### config.mk
export PLATFORM = sky130hd
export DESIGN_NAME = multislope_seq_flat
export DESIGN_NICKNAME = d
export VERILOG_FILES = /design/src/rtl/multislope_if.sv /design/src/rtl/multislope_seq.sv /design/src/flat_wrapper.sv
export SDC_FILE = /design/constraint.sdc
export NUM_CORES = 1
export LEC_CHECK = 0
export BUFFER_PORTS_ARGS = -buffer_cell sky130_fd_sc_hd__buf_4
export CAP_MARGIN = 25
export CORE_MARGIN = 2
export CORE_UTILIZATION = 53
export CTS_BUF_LIST = sky130_fd_sc_hd__clkbuf_4 sky130_fd_sc_hd__clkbuf_8 sky130_fd_sc_hd__clkbuf_16
export CTS_CLUSTER_SIZE = 8
export DETAILED_ROUTE_END_ITERATION = 8
export PLACE_DENSITY_LB_ADDON = 0.3
export SETUP_SLACK_MARGIN = 0.1
export SLEW_MARGIN = 10
export SYNTH_ARGS = -nofsm -noshare
export SYNTH_HDL_FRONTEND = slang
export SYNTH_SLANG_ARGS = --single-unit
### constraint.sdc
create_clock -name clk -period 2.59 [get_ports clk]
set_input_delay 0 -clock clk [delete_from_list [all_inputs] [get_ports clk]]
set_output_delay 0 -clock clk [all_outputs]
set_load 0.01 [all_outputs]
### src/rtl/multislope_if.sv
// Bus between the multislope run-up/run-down sequencer and its surroundings:
// timebase, conversion request, comparator in; analog switches and results out.
interface multislope_if #(
  parameter int RUNW  = 16,
  parameter int FINEW = 16
);
  logic                   clkdiv;
  logic                   start;
  logic [RUNW-1:0]        nruns;
  logic                   comp;
  logic                   sw_in;
  logic                   sw_pos;
  logic                   sw_neg;
  logic                   busy;
  logic                   done;
  logic signed [RUNW:0]   result_up;
  logic [FINEW-1:0]       result_fine;
  logic                   rd_dir;
  logic                   overflow;

  modport slave (
    input  clkdiv, start, nruns, comp,
    output sw_in, sw_pos, sw_neg, busy, done, result_up, result_fine, rd_dir, overflow
  );

  modport master (
    output clkdiv, start, nruns, comp,
    input  sw_in, sw_pos, sw_neg, busy, done, result_up, result_fine, rd_dir, overflow
  );
endinterface

### src/rtl/multislope_seq.sv
// Multi-slope integrating ADC sequencer: nr full clkdiv periods of run-up with a
// per-period reference choice, then a clk-resolution run-down until the comparator flips.
module multislope_seq #(
  parameter int RUNW  = 16,
  parameter int FINEW = 16
) (
  input  logic         clk,
  input  logic         rst,
  multislope_if.slave  bus
);

  typedef enum logic [2:0] {
    S_IDLE    = 3'd0,
    S_ALIGN   = 3'd1,
    S_RUNUP   = 3'd2,
    S_RUNDOWN = 3'd3,
    S_DONE    = 3'd4
  } state_t;

  localparam logic [RUNW-1:0]        RUN_ONE  = {{(RUNW-1){1'b0}}, 1'b1};
  localparam logic signed [RUNW:0]   ACC_ONE  = {{RUNW{1'b0}}, 1'b1};
  localparam logic [FINEW-1:0]       FINE_ONE = {{(FINEW-1){1'b0}}, 1'b1};
  localparam logic [FINEW-1:0]       FINE_MAX = {FINEW{1'b1}};

  state_t                r_state, w_state_nxt;
  logic                  r_clkdiv_q, r_comp_m, r_comp_s;
  logic                  w_tick;
  logic [RUNW-1:0]       r_nr, w_nr_nxt, r_runcnt, w_runcnt_nxt;
  logic signed [RUNW:0]  r_acc, w_acc_nxt, w_acc_step;
  logic [FINEW-1:0]      r_fine, w_fine_nxt, w_fine_inc;
  logic                  r_cmp0, w_cmp0_nxt, r_rd_dir_i, w_rd_dir_i_nxt;
  logic                  r_sw_in, w_sw_in_nxt, r_sw_pos, w_sw_pos_nxt, r_sw_neg, w_sw_neg_nxt;
  logic                  r_busy, w_busy_nxt, r_done, w_done_nxt;
  logic signed [RUNW:0]  r_result_up, w_result_up_nxt;
  logic [FINEW-1:0]      r_result_fine, w_result_fine_nxt;
  logic                  r_rd_dir, w_rd_dir_nxt, r_overflow, w_overflow_nxt;

  assign w_tick     = bus.clkdiv & ~r_clkdiv_q;
  // comp_s high means the integrator is positive, so that period must pull it down.
  assign w_acc_step = r_comp_s ? (r_acc - ACC_ONE) : (r_acc + ACC_ONE);
  assign w_fine_inc = r_fine + FINE_ONE;

  // Next-state and next-output decode for the conversion sequence.
  always_comb begin
    w_state_nxt       = r_state;
    w_nr_nxt          = r_nr;
    w_runcnt_nxt      = r_runcnt;
    w_acc_nxt         = r_acc;
    w_fine_nxt        = r_fine;
    w_cmp0_nxt        = r_cmp0;
    w_rd_dir_i_nxt    = r_rd_dir_i;
    w_sw_in_nxt       = r_sw_in;
    w_sw_pos_nxt      = r_sw_pos;
    w_sw_neg_nxt      = r_sw_neg;
    w_done_nxt        = 1'b0;
    w_result_up_nxt   = r_result_up;
    w_result_fine_nxt = r_result_fine;
    w_rd_dir_nxt      = r_rd_dir;
    w_overflow_nxt    = r_overflow;
    case (r_state)
      S_IDLE: begin
        w_sw_in_nxt  = 1'b0;
        w_sw_pos_nxt = 1'b0;
        w_sw_neg_nxt = 1'b0;
        if (bus.start) begin
          w_nr_nxt     = (bus.nruns == {RUNW{1'b0}}) ? RUN_ONE : bus.nruns;
          w_acc_nxt    = {(RUNW+1){1'b0}};
          w_runcnt_nxt = {RUNW{1'b0}};
          w_fine_nxt   = {FINEW{1'b0}};
          w_state_nxt  = S_ALIGN;
        end else begin
          w_state_nxt  = S_IDLE;
        end
      end
      S_ALIGN: begin
        if (w_tick) begin
          w_state_nxt  = S_RUNUP;
          w_sw_in_nxt  = 1'b1;
          w_sw_pos_nxt = ~r_comp_s;
          w_sw_neg_nxt = r_comp_s;
          w_acc_nxt    = w_acc_step;
          w_runcnt_nxt = RUN_ONE;
        end else begin
          w_state_nxt  = S_ALIGN;
        end
      end
      S_RUNUP: begin
        if (w_tick && (r_runcnt == r_nr)) begin
          w_state_nxt    = S_RUNDOWN;
          w_sw_in_nxt    = 1'b0;
          w_rd_dir_i_nxt = ~r_comp_s;
          w_sw_pos_nxt   = ~r_comp_s;
          w_sw_neg_nxt   = r_comp_s;
          w_cmp0_nxt     = r_comp_s;
          w_fine_nxt     = {FINEW{1'b0}};
        end else if (w_tick) begin
          w_sw_pos_nxt = ~r_comp_s;
          w_sw_neg_nxt = r_comp_s;
          w_acc_nxt    = w_acc_step;
          w_runcnt_nxt = r_runcnt + RUN_ONE;
        end else begin
          w_state_nxt  = S_RUNUP;
        end
      end
      S_RUNDOWN: begin
        w_fine_nxt = w_fine_inc;
        // A comparator flip wins over saturation landing in the same cycle.
        if ((r_comp_s != r_cmp0) || (w_fine_inc == FINE_MAX)) begin
          w_state_nxt       = S_DONE;
          w_sw_pos_nxt      = 1'b0;
          w_sw_neg_nxt      = 1'b0;
          w_done_nxt        = 1'b1;
          w_result_up_nxt   = r_acc;
          w_result_fine_nxt = w_fine_inc;
          w_rd_dir_nxt      = r_rd_dir_i;
          w_overflow_nxt    = (r_comp_s == r_cmp0);
        end else begin
          w_state_nxt       = S_RUNDOWN;
        end
      end
      S_DONE: begin
        w_state_nxt = S_IDLE;
      end
      default: begin
        w_state_nxt  = S_IDLE;
        w_sw_in_nxt  = 1'b0;
        w_sw_pos_nxt = 1'b0;
        w_sw_neg_nxt = 1'b0;
      end
    endcase
    w_busy_nxt = (w_state_nxt != S_IDLE);
  end

  // State, synchronisers, counters and registered outputs.
  always_ff @(posedge clk) begin
    if (rst) begin
      r_state       <= S_IDLE;
      r_clkdiv_q    <= 1'b0;
      r_comp_m      <= 1'b0;
      r_comp_s      <= 1'b0;
      r_nr          <= {RUNW{1'b0}};
      r_runcnt      <= {RUNW{1'b0}};
      r_acc         <= {(RUNW+1){1'b0}};
      r_fine        <= {FINEW{1'b0}};
      r_cmp0        <= 1'b0;
      r_rd_dir_i    <= 1'b0;
      r_sw_in       <= 1'b0;
      r_sw_pos      <= 1'b0;
      r_sw_neg      <= 1'b0;
      r_busy        <= 1'b0;
      r_done        <= 1'b0;
      r_result_up   <= {(RUNW+1){1'b0}};
      r_result_fine <= {FINEW{1'b0}};
      r_rd_dir      <= 1'b0;
      r_overflow    <= 1'b0;
    end else begin
      r_state       <= w_state_nxt;
      r_clkdiv_q    <= bus.clkdiv;
      r_comp_m      <= bus.comp;
      r_comp_s      <= r_comp_m;
      r_nr          <= w_nr_nxt;
      r_runcnt      <= w_runcnt_nxt;
      r_acc         <= w_acc_nxt;
      r_fine        <= w_fine_nxt;
      r_cmp0        <= w_cmp0_nxt;
      r_rd_dir_i    <= w_rd_dir_i_nxt;
      r_sw_in       <= w_sw_in_nxt;
      r_sw_pos      <= w_sw_pos_nxt;
      r_sw_neg      <= w_sw_neg_nxt;
      r_busy        <= w_busy_nxt;
      r_done        <= w_done_nxt;
      r_result_up   <= w_result_up_nxt;
      r_result_fine <= w_result_fine_nxt;
      r_rd_dir      <= w_rd_dir_nxt;
      r_overflow    <= w_overflow_nxt;
    end
  end

  assign bus.sw_in       = r_sw_in;
  assign bus.sw_pos      = r_sw_pos;
  assign bus.sw_neg      = r_sw_neg;
  assign bus.busy        = r_busy;
  assign bus.done        = r_done;
  assign bus.result_up   = r_result_up;
  assign bus.result_fine = r_result_fine;
  assign bus.rd_dir      = r_rd_dir;
  assign bus.overflow    = r_overflow;

endmodule
### src/flat_wrapper.sv
// flat-port wrapper written by rule: the top's interface ports become plain ports
module multislope_seq_flat 
#(
  parameter int RUNW  = 16,
  parameter int FINEW = 16
)
  (clk, rst, bus_clkdiv, bus_start, bus_nruns, bus_comp, bus_sw_in, bus_sw_pos, bus_sw_neg, bus_busy, bus_done, bus_result_up, bus_result_fine, bus_rd_dir, bus_overflow);
  multislope_if #(.RUNW(RUNW), .FINEW(FINEW)) bus_i ();
  input  logic clk;
  input  logic rst;
  input wire logic [$bits(bus_i.clkdiv)-1:0] bus_clkdiv;
  input wire logic [$bits(bus_i.start)-1:0] bus_start;
  input wire logic [$bits(bus_i.nruns)-1:0] bus_nruns;
  input wire logic [$bits(bus_i.comp)-1:0] bus_comp;
  output wire logic [$bits(bus_i.sw_in)-1:0] bus_sw_in;
  output wire logic [$bits(bus_i.sw_pos)-1:0] bus_sw_pos;
  output wire logic [$bits(bus_i.sw_neg)-1:0] bus_sw_neg;
  output wire logic [$bits(bus_i.busy)-1:0] bus_busy;
  output wire logic [$bits(bus_i.done)-1:0] bus_done;
  output wire logic [$bits(bus_i.result_up)-1:0] bus_result_up;
  output wire logic [$bits(bus_i.result_fine)-1:0] bus_result_fine;
  output wire logic [$bits(bus_i.rd_dir)-1:0] bus_rd_dir;
  output wire logic [$bits(bus_i.overflow)-1:0] bus_overflow;
  assign bus_i.clkdiv = bus_clkdiv;
  assign bus_i.start = bus_start;
  assign bus_i.nruns = bus_nruns;
  assign bus_i.comp = bus_comp;
  assign bus_sw_in = bus_i.sw_in;
  assign bus_sw_pos = bus_i.sw_pos;
  assign bus_sw_neg = bus_i.sw_neg;
  assign bus_busy = bus_i.busy;
  assign bus_done = bus_i.done;
  assign bus_result_up = bus_i.result_up;
  assign bus_result_fine = bus_i.result_fine;
  assign bus_rd_dir = bus_i.rd_dir;
  assign bus_overflow = bus_i.overflow;
  multislope_seq #(.RUNW(RUNW), .FINEW(FINEW)) u_core (.clk(clk), .rst(rst), .bus(bus_i));
endmodule
==> results of run 1 <==
## worst reg2reg max path, cell delays in order, from the launching register on
cell     delay [ps]
dfxtp_4         440
ha_4            230
a21o_1          190
a31o_1          190
or3_1           320
o22ai_2         220
mux2_4          320
or3_1           310
a31oi_1         160
## state kept, by name (all words and copies together) (netlist names)
name and cells:
u_core.bus.sw_in 1, u_core.bus.result_fine 16, u_core.r_runcnt 16, u_core.bus.busy 1
u_core.r_cmp0 1, u_core.bus.result_up 17, u_core.r_nr 16, u_core.r_acc 17
u_core.bus.sw_neg 1, u_core.r_comp_s 1, u_core.r_clkdiv_q 1, u_core.bus.sw_pos 1
u_core.bus.done 1, u_core.r_comp_m 1, u_core.r_state 3, u_core.r_fine 16
u_core.r_rd_dir_i 1, u_core.bus.overflow 1, u_core.bus.rd_dir 1
## final timing paths
path                   startpoint                to  slack [ps]  cells after the start
hold reg to reg    u_core.r_nr[3]    u_core.r_nr[3]         470                      2
setup reg to reg  u_core.r_comp_s  u_core.r_acc[16]         130                      8
hold / removal       bus_nruns[1]    u_core.r_nr[1]         280                      4
setup / recovery  u_core.r_comp_s  u_core.r_acc[16]         130                      8
## repair_timing
action / in CTS / in global routing
endpoints found under the setup margin: 6 / 46
hold buffers: 23 / 0
pin swaps: 1 / 11
buffers inserted: 1 / 3
gates resized for setup: 2 / 24
hold endpoints to repair: 49 / 0
## kinds of logic after synthesis
logic type                 share of synthesized area [%]
buffers and inverters                               4.34
AOI/OAI and AO/OA                                   17.6
DFF                                                 39.3
muxes                                               4.91
xor gates and xnor gates                            7.30
adders and majority gates                           4.26
and+or+nand+nor                                     22.4
## layout make-up
class	instances	area, µm²
Inverter	13	48.8
Clock buffer	23	490
Sequential cell	113	2270
Tap cell	140	175
Timing Repair Buffer	116	992
Clock inverter	9	151
Multi-Input combinational cell	519	3410
Fill cell	795	3160
## per-layer routing
metal | vias to the layer above | routed length (µm) | share of wire [%]
met4 | 0 | 399 | 2.7
met3 | 35 | 608 | 4.2
met1 | 2488 | 6390 | 44
met2 | 172 | 7170 | 49
li1 | 2618 | - | -
met5 | - | 0 | 0
## where the power goes
| group | switching (W) | internal, W | total (W) |
|---|---|---|---|
| Clock | 0.000797 | 0.00170 | 0.00249 |
| Combinational | 0.000248 | 0.000178 | 0.000427 |
| Sequential | 0.0000344 | 0.00178 | 0.00181 |
## cell usage in the layout (no fill, tap or decap), types with 6 or more instances in the layout
cell type / Yosys / final
nand3_1: 16 / 15
dfxtp_1: 113 / 107
or3_1: 8 / 8
nand2_1: 62 / 62
a211oi_1: 10 / 10
nand4_1: 10 / 10
nor2b_1: 8 / 7
a22oi_1: 6 / 6
a211oi_2: 9 / 9
nor2_1: 106 / 106
o21ai_1: 9 / 9
ha_1: 18 / 10
mux2i_1: 26 / 26
ha_4: 0 / 6
dlygate4sd3_1: 0 / 22
nor4_1: 14 / 13
buf_4: 1 / 88
a21oi_1: 52 / 50
xnor2_1: 26 / 25
o21a_1: 6 / 6
inv_1: 13 / 13
o21ai_0: 18 / 18
clkbuf_16: 0 / 16
nor3_1: 22 / 22
xor2_1: 22 / 22
a21o_1: 9 / 9
clkbuf_8: 0 / 6
## Yosys cell counts (all sizes together), types with 2 or more instances
cell	n
xor2	22
or2	4
nand3b	2
a21o	9
o21a	6
dfxtp	113
nand2b	5
mux2	2
nand3	17
nand2	62
nor2b	8
nor3b	4
xnor2	26
o31a	4
a21oi	52
o21bai	2
and3	2
nor4	15
a22oi	6
ha	18
a211oi	19
o41ai	3
nand4	10
or3	8
a311oi	4
buf	13
mux2i	26
a31oi	4
nor4b	2
o22ai	2
and4	5
nor2	106
nor3	22
and2	3
clkbuf	28
o21ai	27
a32oi	2
inv	13
## metrics by stage
step,cells,utilization (%),hold WS [ps]
after floorplan,686,-,128
after global placement,874,60.7,219
after CTS,930,69.1,271
final,933,70.5,285
after global routing,933,70.5,303
after detailed placement,874,60.7,223
==> metrics.txt, run 1 <==
status complete, no violations; pwr dens 627 nW/µm²; htree depth 4; worst rel slew slack 53.9%; top cells by area, synth dfxtp_1, nor2_1, a21oi_1; Inserted Clock Buffers 17; Crit. End Element flop; share of the yosys chip area belonging to registers 39.3%; M3 GR Usage 5.49%; final hold vios 0; Overall Power 0.00473 W; critical path cell sequence ha_4 -> a21o_1 -> a31o_1 -> or3_1 -> o22ai_2 -> mux2_4 -> or3_1 -> a31oi_1; actual slew at the worst max-slew pin 692 ps; Worst path top cell family by delay compound AO/OA/AOI/OAI gates; initial antenna violation count 0; CTS Sinks 113; share of cells above drive strength 1 21.6%; Tmin final 2460 ps; gr usage total 25.8%; Final Max Tran Viols 0; Clock Latency Late Sink 530 ps; Via Count 5,313; largest net degree at the start of global routing 64; WL final 14.6 mm; f_max 407 MHz; nets@finish 820; clock buffer depth 2; post-synthesis cell type count 57; die height 108 µm; Tcrit/Tclk final 94.9%; ys async rst share 0%; cell row count 38; first-pass GRT wire length 24.0 mm; area leader, netlist dfxtp_1; Cell Area, Synth 5760 µm²; Clock Pin Slew Worst Setup and Hold Paths 60 ps; Min-Delay Path Class in2reg; met2 layer usage reported by global route 44.5%; # Max-Cap Violations 0; gpl congestion 0.911; Max IR drop VDD 426 µV; worst path bufs/invs 0; Avg Cell Area, Syn 8.40 µm²; TritonCTS clock tree built; Ant. Diodes 0; worst path arrival time 2910 ps; Overflow after GRT 0; CP peak stage delay 440 ps; busiest grt layer met2; Layout area overhead 31.0%; CP startpoint kind flop; Initial DRC Count 382; Remaining DRCs 0; drt pass-1 iters 5; clock tree root driver cell clkbuf_8; DP HPWL 9.48 mm; PnR worst setup slack 131 ps; Setup WS pre-CTS 93.9 ps; DIE AREA 11,700 µm²; die width 108 µm; Final setup viols 0; Buffers on Ports 60; post-route ant nets 0; Design Area, Final 7540 µm²; core area 10,700 µm²; Ys Warns 0; IO Pins 61; WP data required 3040 ps; Placement Cell Area 6500 µm²; top_reg_cell synth dfxtp_1; worst-path fanout max 8; LEAKAGE 2.90 nW; cells after synthesis 686; Routed WL per cell 15.6 µm; Via density 5.69; EDFF count, synth 0; Initial Utilization 53.8%; Setup CP Type reg2reg; setup TNS 0 ps; number of global-route vias before repair 5,108; Synthesized Nets 726; Worst path slowest cell dfxtp_4; Synth top area share 39.3%; M1 GR Usage 31.2%; unrepaired setup endpoints after global routing true; Worst path most repeated cell or3_1; worst clock skew 10.8 ps; register bit count reported by yosys 113
No activity file was read; power rests on OpenSTA's default activity.
==> run 2, diff against run 1 <==
--- a/config.mk
+++ b/config.mk
@@ -7,6 +7,7 @@
 export LEC_CHECK = 0
 export BUFFER_PORTS_ARGS = -buffer_cell sky130_fd_sc_hd__buf_4
 export CAP_MARGIN = 25
+export CORE_ASPECT_RATIO = 2
 export CORE_MARGIN = 2
 export CORE_UTILIZATION = 53
 export CTS_BUF_LIST = sky130_fd_sc_hd__clkbuf_4 sky130_fd_sc_hd__clkbuf_8 sky130_fd_sc_hd__clkbuf_16
==> run 2 against run 1 <==
  * Register-to-register slack got worse by 50 ps
  * Clock skew down 2.5 ps
  * Worst hold slack gained 71 ps
  * Wire length up 9.8%
  * Sequential power about the same
  * Critical path type unchanged
  * Total power fell by 3.3%
  * Via count is 2.8% higher
  * Critical path depth rose by 2
  * Core utilization up 0.63 points
  * Die area up 0.43%
  * Combinational power grew 4.7%
  * Highest routed layer unchanged
==> metrics.txt, run 2 (synthesized netlist as in run 1, its figures left out) <==
f_max 399 MHz (was 407 MHz); worst-path fanout max 6 (was 8); # Max-Cap Violations 0 (unchanged); gpl congestion 0.926 (was 0.911); hold slack 356 ps (was 285 ps); Reg2Reg Depth 10 (was 8); Initial DRC Count 319 (was 382); IO Pins 61 (unchanged); Fillers 766 (was 795); final hold vios 0 (unchanged); Inserted Clock Buffers 17 (unchanged); actual slew at the worst max-slew pin 678 ps (was 692 ps); worst path arrival time 2830 ps (was 2910 ps); DIE AREA 11,800 µm² (was 11,700 µm²); DP HPWL 11.0 mm (was 9.48 mm); Tmin final 2510 ps (was 2460 ps); post-route ant nets 0 (unchanged); Clock Pin Slew Worst Setup and Hold Paths 50 ps (was 60 ps); pwr dens 610 nW/µm² (was 627 nW/µm²); setup TNS 0 ps (unchanged); first-pass GRT wire length 25.6 mm (was 24.0 mm); number of global-route vias before repair 5,511 (was 5,108); Overall Power 0.00458 W (was 0.00473 W); worst rel slew slack 54.7% (was 53.9%); Setup WS pre-CTS 38.6 ps (was 93.9 ps); WP data required 2910 ps (was 3040 ps); Via density 5.91 (was 5.69); htree depth 4 (unchanged); Clock Latency Late Sink 410 ps (was 530 ps); Max IR drop VDD 514 µV (was 426 µV); nets@finish 818 (was 820); Initial Utilization 54.6% (was 53.8%); Layout area overhead 30.2% (was 31.0%); Routed WL per cell 17.3 µm (was 15.6 µm); clock tree root driver cell clkbuf_16 (was clkbuf_8); Min-Delay Path Class in2reg (unchanged); clock buffer depth 2 (unchanged); Remaining DRCs 0 (unchanged); drt pass-1 iters 5 (unchanged); Overflow after GRT 0 (unchanged); unrepaired setup endpoints after global routing true (unchanged); Setup CP Type reg2reg (unchanged); CTS Sinks 113 (unchanged); gr usage total 27.6% (was 25.8%); Tcrit/Tclk final 96.7% (was 94.9%); Crit. End Element flop (unchanged); cell row count 53 (was 38); LEAKAGE 2.84 nW (was 2.90 nW); status complete, no violations (unchanged); die width 77.7 µm (was 108 µm); Ant. Diodes 0 (unchanged); Final Max Tran Viols 0 (unchanged); worst clock skew 8.36 ps (was 10.8 ps); largest net degree at the start of global routing 48 (was 64); WL final 16.0 mm (was 14.6 mm); Final setup viols 0 (unchanged); most frequent cells in the layout dfxtp_1, nor2_1, buf_4 (unchanged); initial antenna violation count 0 (unchanged); most common cell after layout, fill and taps aside dfxtp_1 (unchanged); Design Area, Final 7500 µm² (was 7540 µm²); TritonCTS clock tree built (unchanged); Placement Cell Area 6460 µm² (was 6500 µm²); Buffers on Ports 60 (unchanged); CP startpoint kind flop (unchanged); core area 10,500 µm² (was 10,700 µm²); die height 151 µm (was 108 µm); PnR worst setup slack 84.5 ps (was 131 ps); Via Count 5,460 (was 5,313); Hold Crit Depth 3 (was 4); share of cells above drive strength 1 22.1% (was 21.6%)
==> run 2: report_power, final <==
part / total, W / switching (W) / internal, W / leakage, nW
Sequential: 0.00181 / 0.0000364 / 0.00178 / 0.916
Combinational: 0.000447 / 0.000265 / 0.000182 / 1.63
Clock: 0.00231 / 0.000747 / 0.00157 / 0.294
Total: 0.00458 / 0.00105 / 0.00353 / 2.84
==> run 2: path summary, 6_finish.rpt <==
check	startpoint	to	slack, ps
max	u_core.r_comp_s	u_core.r_acc[16]	80
min reg2reg	u_core.bus.result_fine[14]	u_core.bus.result_fine[14]	460
min	bus_comp	u_core.r_comp_m	360
max reg2reg	u_core.r_comp_s	u_core.r_acc[16]	80
==> run 2: critical path, stage by stage (launching register included) <==
cell and delay, ps:
dfxtp_4 380, buf_6 150, ha_4 270, buf_4 140
and4_4 240, o21a_1 130, o31a_1 240, o22ai_4 100
mux2_4 310, or3_1 320, a31oi_1 140
==> run 2: through the flow <==
stage          utilization (%)  cells
6_report                  71.1    924
5_1_grt                   71.1    924
4_1_cts                   69.7    922
3_5_place_dp              61.3    868
3_3_place_gp              61.3    868
2_1_floorplan                -    686
==> run 2: area by class of cell <==
type                            count  area [µm²]  area share [%]
Clock buffer                       21         474            6.32
Clock inverter                      7         110            1.47
Inverter                           13        48.8           0.651
Multi-Input combinational cell    519        3480            46.4
Sequential cell                   113        2270            30.2
Tap cell                          137         171            2.29
Timing Repair Buffer              114         947            12.6
==> run 2: layer usage <==
| metal | GRT usage (%) | up-vias | share of wire, % |
|---|---|---|---|
| met2 | 52.3 | 186 | 56 |
| met4 | 19.0 | 0 | 5.6 |
| met5 | 0 | - | 0 |
| li1 | - | 2608 | - |
| met1 | 26.1 | 2594 | 34 |
| met3 | 4.95 | 72 | 3.9 |
==> run 2: repair_timing <==
action,4_1_cts,5_1_grt
buffers inserted,6,2
endpoints found under the hold margin,29,0
gates resized for setup,13,27
setup endpoints to repair,28,57
hold buffers,20,0
gates cloned,0,0
pin swaps,3,8
==> run 3, diff against run 2 <==
--- a/config.mk
+++ b/config.mk
@@ -5,14 +5,13 @@
 export SDC_FILE = /design/constraint.sdc
 export NUM_CORES = 1
 export LEC_CHECK = 0
-export BUFFER_PORTS_ARGS = -buffer_cell sky130_fd_sc_hd__buf_4
 export CAP_MARGIN = 25
 export CORE_ASPECT_RATIO = 2
 export CORE_MARGIN = 2
-export CORE_UTILIZATION = 53
+export CORE_UTILIZATION = 57
 export CTS_BUF_LIST = sky130_fd_sc_hd__clkbuf_4 sky130_fd_sc_hd__clkbuf_8 sky130_fd_sc_hd__clkbuf_16
-export CTS_CLUSTER_SIZE = 8
 export DETAILED_ROUTE_END_ITERATION = 8
+export DONT_BUFFER_PORTS = 1
 export PLACE_DENSITY_LB_ADDON = 0.3
 export SETUP_SLACK_MARGIN = 0.1
 export SLEW_MARGIN = 10
==> run 3 against run 2 <==
  * The run now ends with hold timing left
  * Sequential cell count stayed put
  * Cell count is 4.8% lower
  * Worst setup slack better by 6.0 ps
  * Combinational power is 8.3% lower
  * Sequential share of layout area is 1.1 points higher
  * Largest cell class unchanged
==> metrics.txt, run 3 (synthesized netlist as in run 1, its figures left out) <==
status finished with violations (was complete, no violations); failing checks hold timing; uppermost routed layer met4 (unchanged); Setup WS pre-CTS 16.2 ps (was 38.6 ps); actual slew at the worst max-slew pin 488 ps (was 678 ps); die width 75.1 µm (was 77.7 µm); Detail Route met2 WL 8.99 mm (was 8.97 mm); first-pass GRT wire length 25.2 mm (was 25.6 mm); gr usage total 29.8% (was 27.6%); Crit. End Element flop (unchanged); Design Area, Final 7290 µm² (was 7500 µm²); DIE AREA 11,000 µm² (was 11,800 µm²); most frequent cells in the layout nor2_1, dfxtp_1, nand2_1 (was dfxtp_1, nor2_1, buf_4); worst-path fanout max 6 (unchanged); unrepaired setup endpoints after global routing true (unchanged); Initial DRC Count 328 (was 319); die height 146 µm (was 151 µm); Worst path most repeated cell or3_1; Initial Utilization 59.0% (was 54.6%); DRT met1 WL 5.71 mm (was 5.51 mm); share of cells above drive strength 1 18.6% (was 22.1%); post-route ant nets 0 (unchanged); Cells after DPL 806 (was 868); Remaining DRCs 0 (unchanged); most common cell after layout, fill and taps aside nor2_1 (was dfxtp_1); Final setup viols 0 (unchanged); gpl congestion 0.847 (was 0.926); hold slack -351 ps (was 356 ps); Max IR drop VDD 513 µV (was 514 µV); clock tree root driver cell clkbuf_16 (unchanged); worst rel slew slack 67.5% (was 54.7%); largest net degree at the start of global routing 100 (was 48); CP startpoint kind flop (unchanged); critical path cell sequence buf_6 -> ha_4 -> a21o_1 -> a31o_1 -> or3_1 -> o22ai_2 -> mux2_4 -> or3_1 -> a31oi_1 (was buf_6 -> ha_4 -> buf_4 -> and4_4 -> o21a_1 -> o31a_1 -> o22ai_4 -> mux2_4 -> or3_1 -> a31oi_1); Buffers on Ports 0 (was 60); Ant. Diodes 0 (unchanged); Overflow after GRT 0 (unchanged); htree depth 4 (unchanged); Via density 6.05 (was 5.91); TritonCTS clock tree built (unchanged); Hold Crit Depth 1 (was 3); cell row count 51 (was 53); Tcrit/Tclk final 96.5% (was 96.7%); worst path bufs/invs 1 (was 2); DP HPWL 10.2 mm (was 11.0 mm); CP peak stage delay 380 ps (about the same); routed length on met3 718 µm (was 617 µm); Routed WL per cell 18.7 µm (was 17.3 µm); number of global-route vias before repair 5,309 (was 5,511); Clock Pin Slew Worst Setup and Hold Paths 60 ps (was 50 ps); non-filler cells in the finished layout 880 (was 924); Setup CP Type reg2reg (unchanged); WL final 16.5 mm (was 16.0 mm); final hold vios 73 (was 0); Via Count 5,320 (was 5,460); Tmin final 2500 ps (was 2510 ps); Crit path depth 9 (was 10); pwr dens 629 nW/µm² (was 610 nW/µm²); Worst path top cell family by delay compound AO/OA/AOI/OAI gates (unchanged); Fillers 673 (was 766); # hold bufs at CTS 25 (was 20); LEAKAGE 2.70 nW (was 2.84 nW); Worst path slowest cell dfxtp_4 (unchanged); worst clock skew 11.4 ps (was 8.36 ps); f_max 400 MHz (was 399 MHz); initial antenna violation count 0 (unchanged); Clock Latency Late Sink 420 ps (was 410 ps); CTS Sinks 113 (unchanged); clock buffer depth 2 (unchanged); Final Max Tran Viols 0 (unchanged); Layout area overhead 26.6% (was 30.2%); Min-Delay Path Class in2reg (unchanged); Reg2Reg Depth 9 (was 10); nets@finish 775 (was 818); core area 9760 µm² (was 10,500 µm²); drt pass-1 iters 9 (was 5); worst path arrival time 2840 ps (was 2830 ps); # Max-Cap Violations 0 (unchanged); WP data required 2930 ps (was 2910 ps); setup TNS 0 ps (unchanged); Inserted Clock Buffers 17 (unchanged); IO Pins 61 (unchanged); Placement Cell Area 6020 µm² (was 6460 µm²); PnR worst setup slack 90.5 ps (was 84.5 ps)
==> run 3: cell count changes in the layout (fill, tap and decap cells not counted), sizes merged <==
cell	previous run	this run
inv	13	18
bufinv	3	2
dlygate4sd3	20	25
clkinv	4	2
clkinvlp	0	4
buf	94	43
clkbuf	21	22
==> run 3: final timing paths <==
path	start	to	slack [ps]
hold / removal	rst	u_core.bus.result_fine[1]	-350
setup reg to reg	u_core.r_comp_s	u_core.r_acc[16]	90
hold reg to reg	u_core.r_acc[10]	u_core.r_acc[10]	490
setup / recovery	u_core.r_comp_s	u_core.r_acc[16]	90
==> run 3: power by group <==
group	internal [W]	switching, W
Combinational	0.000181	0.000229
Sequential	0.00177	0.0000414
Clock	0.00148	0.000883
Total	0.00343	0.00115
==> run 3: timing repair <==
action                     in CTS  in global routing
setup endpoints to repair      40                 71
gates resized for setup        17                 35
pin swaps                       8                 12
buffers inserted                6                  8
hold endpoints to repair       99                 73
cloned                          0                  3
==> run 3: routing by layer <==
| layer | up-vias | global-route usage (%) |
|---|---|---|
| li1 | 2520 | - |
| met1 | 2523 | 29.5 |
| met2 | 207 | 52.4 |
| met3 | 70 | 6.56 |
| met4 | 0 | 20.0 |
| met5 | - | 0 |
==> run 3: through the flow <==
step                      util [%]  total power [W]
after floorplan                  -          0.00209
after global placement        61.7          0.00216
after detailed placement      61.7          0.00217
after CTS                     72.0          0.00456
after global routing          74.7          0.00472
final                         74.7          0.00459
==> run 3: layout make-up <==
type                            count  area (µm²)  share of cell area (%)
Clock buffer                       19         453                    6.21
Clock inverter                     13         149                    2.04
Inverter                           13        51.3                   0.703
Multi-Input combinational cell    519        3480                    47.7
Sequential cell                   113        2280                    31.3
Tap cell                          132         165                    2.26
Timing Repair Buffer               71         713                    9.78
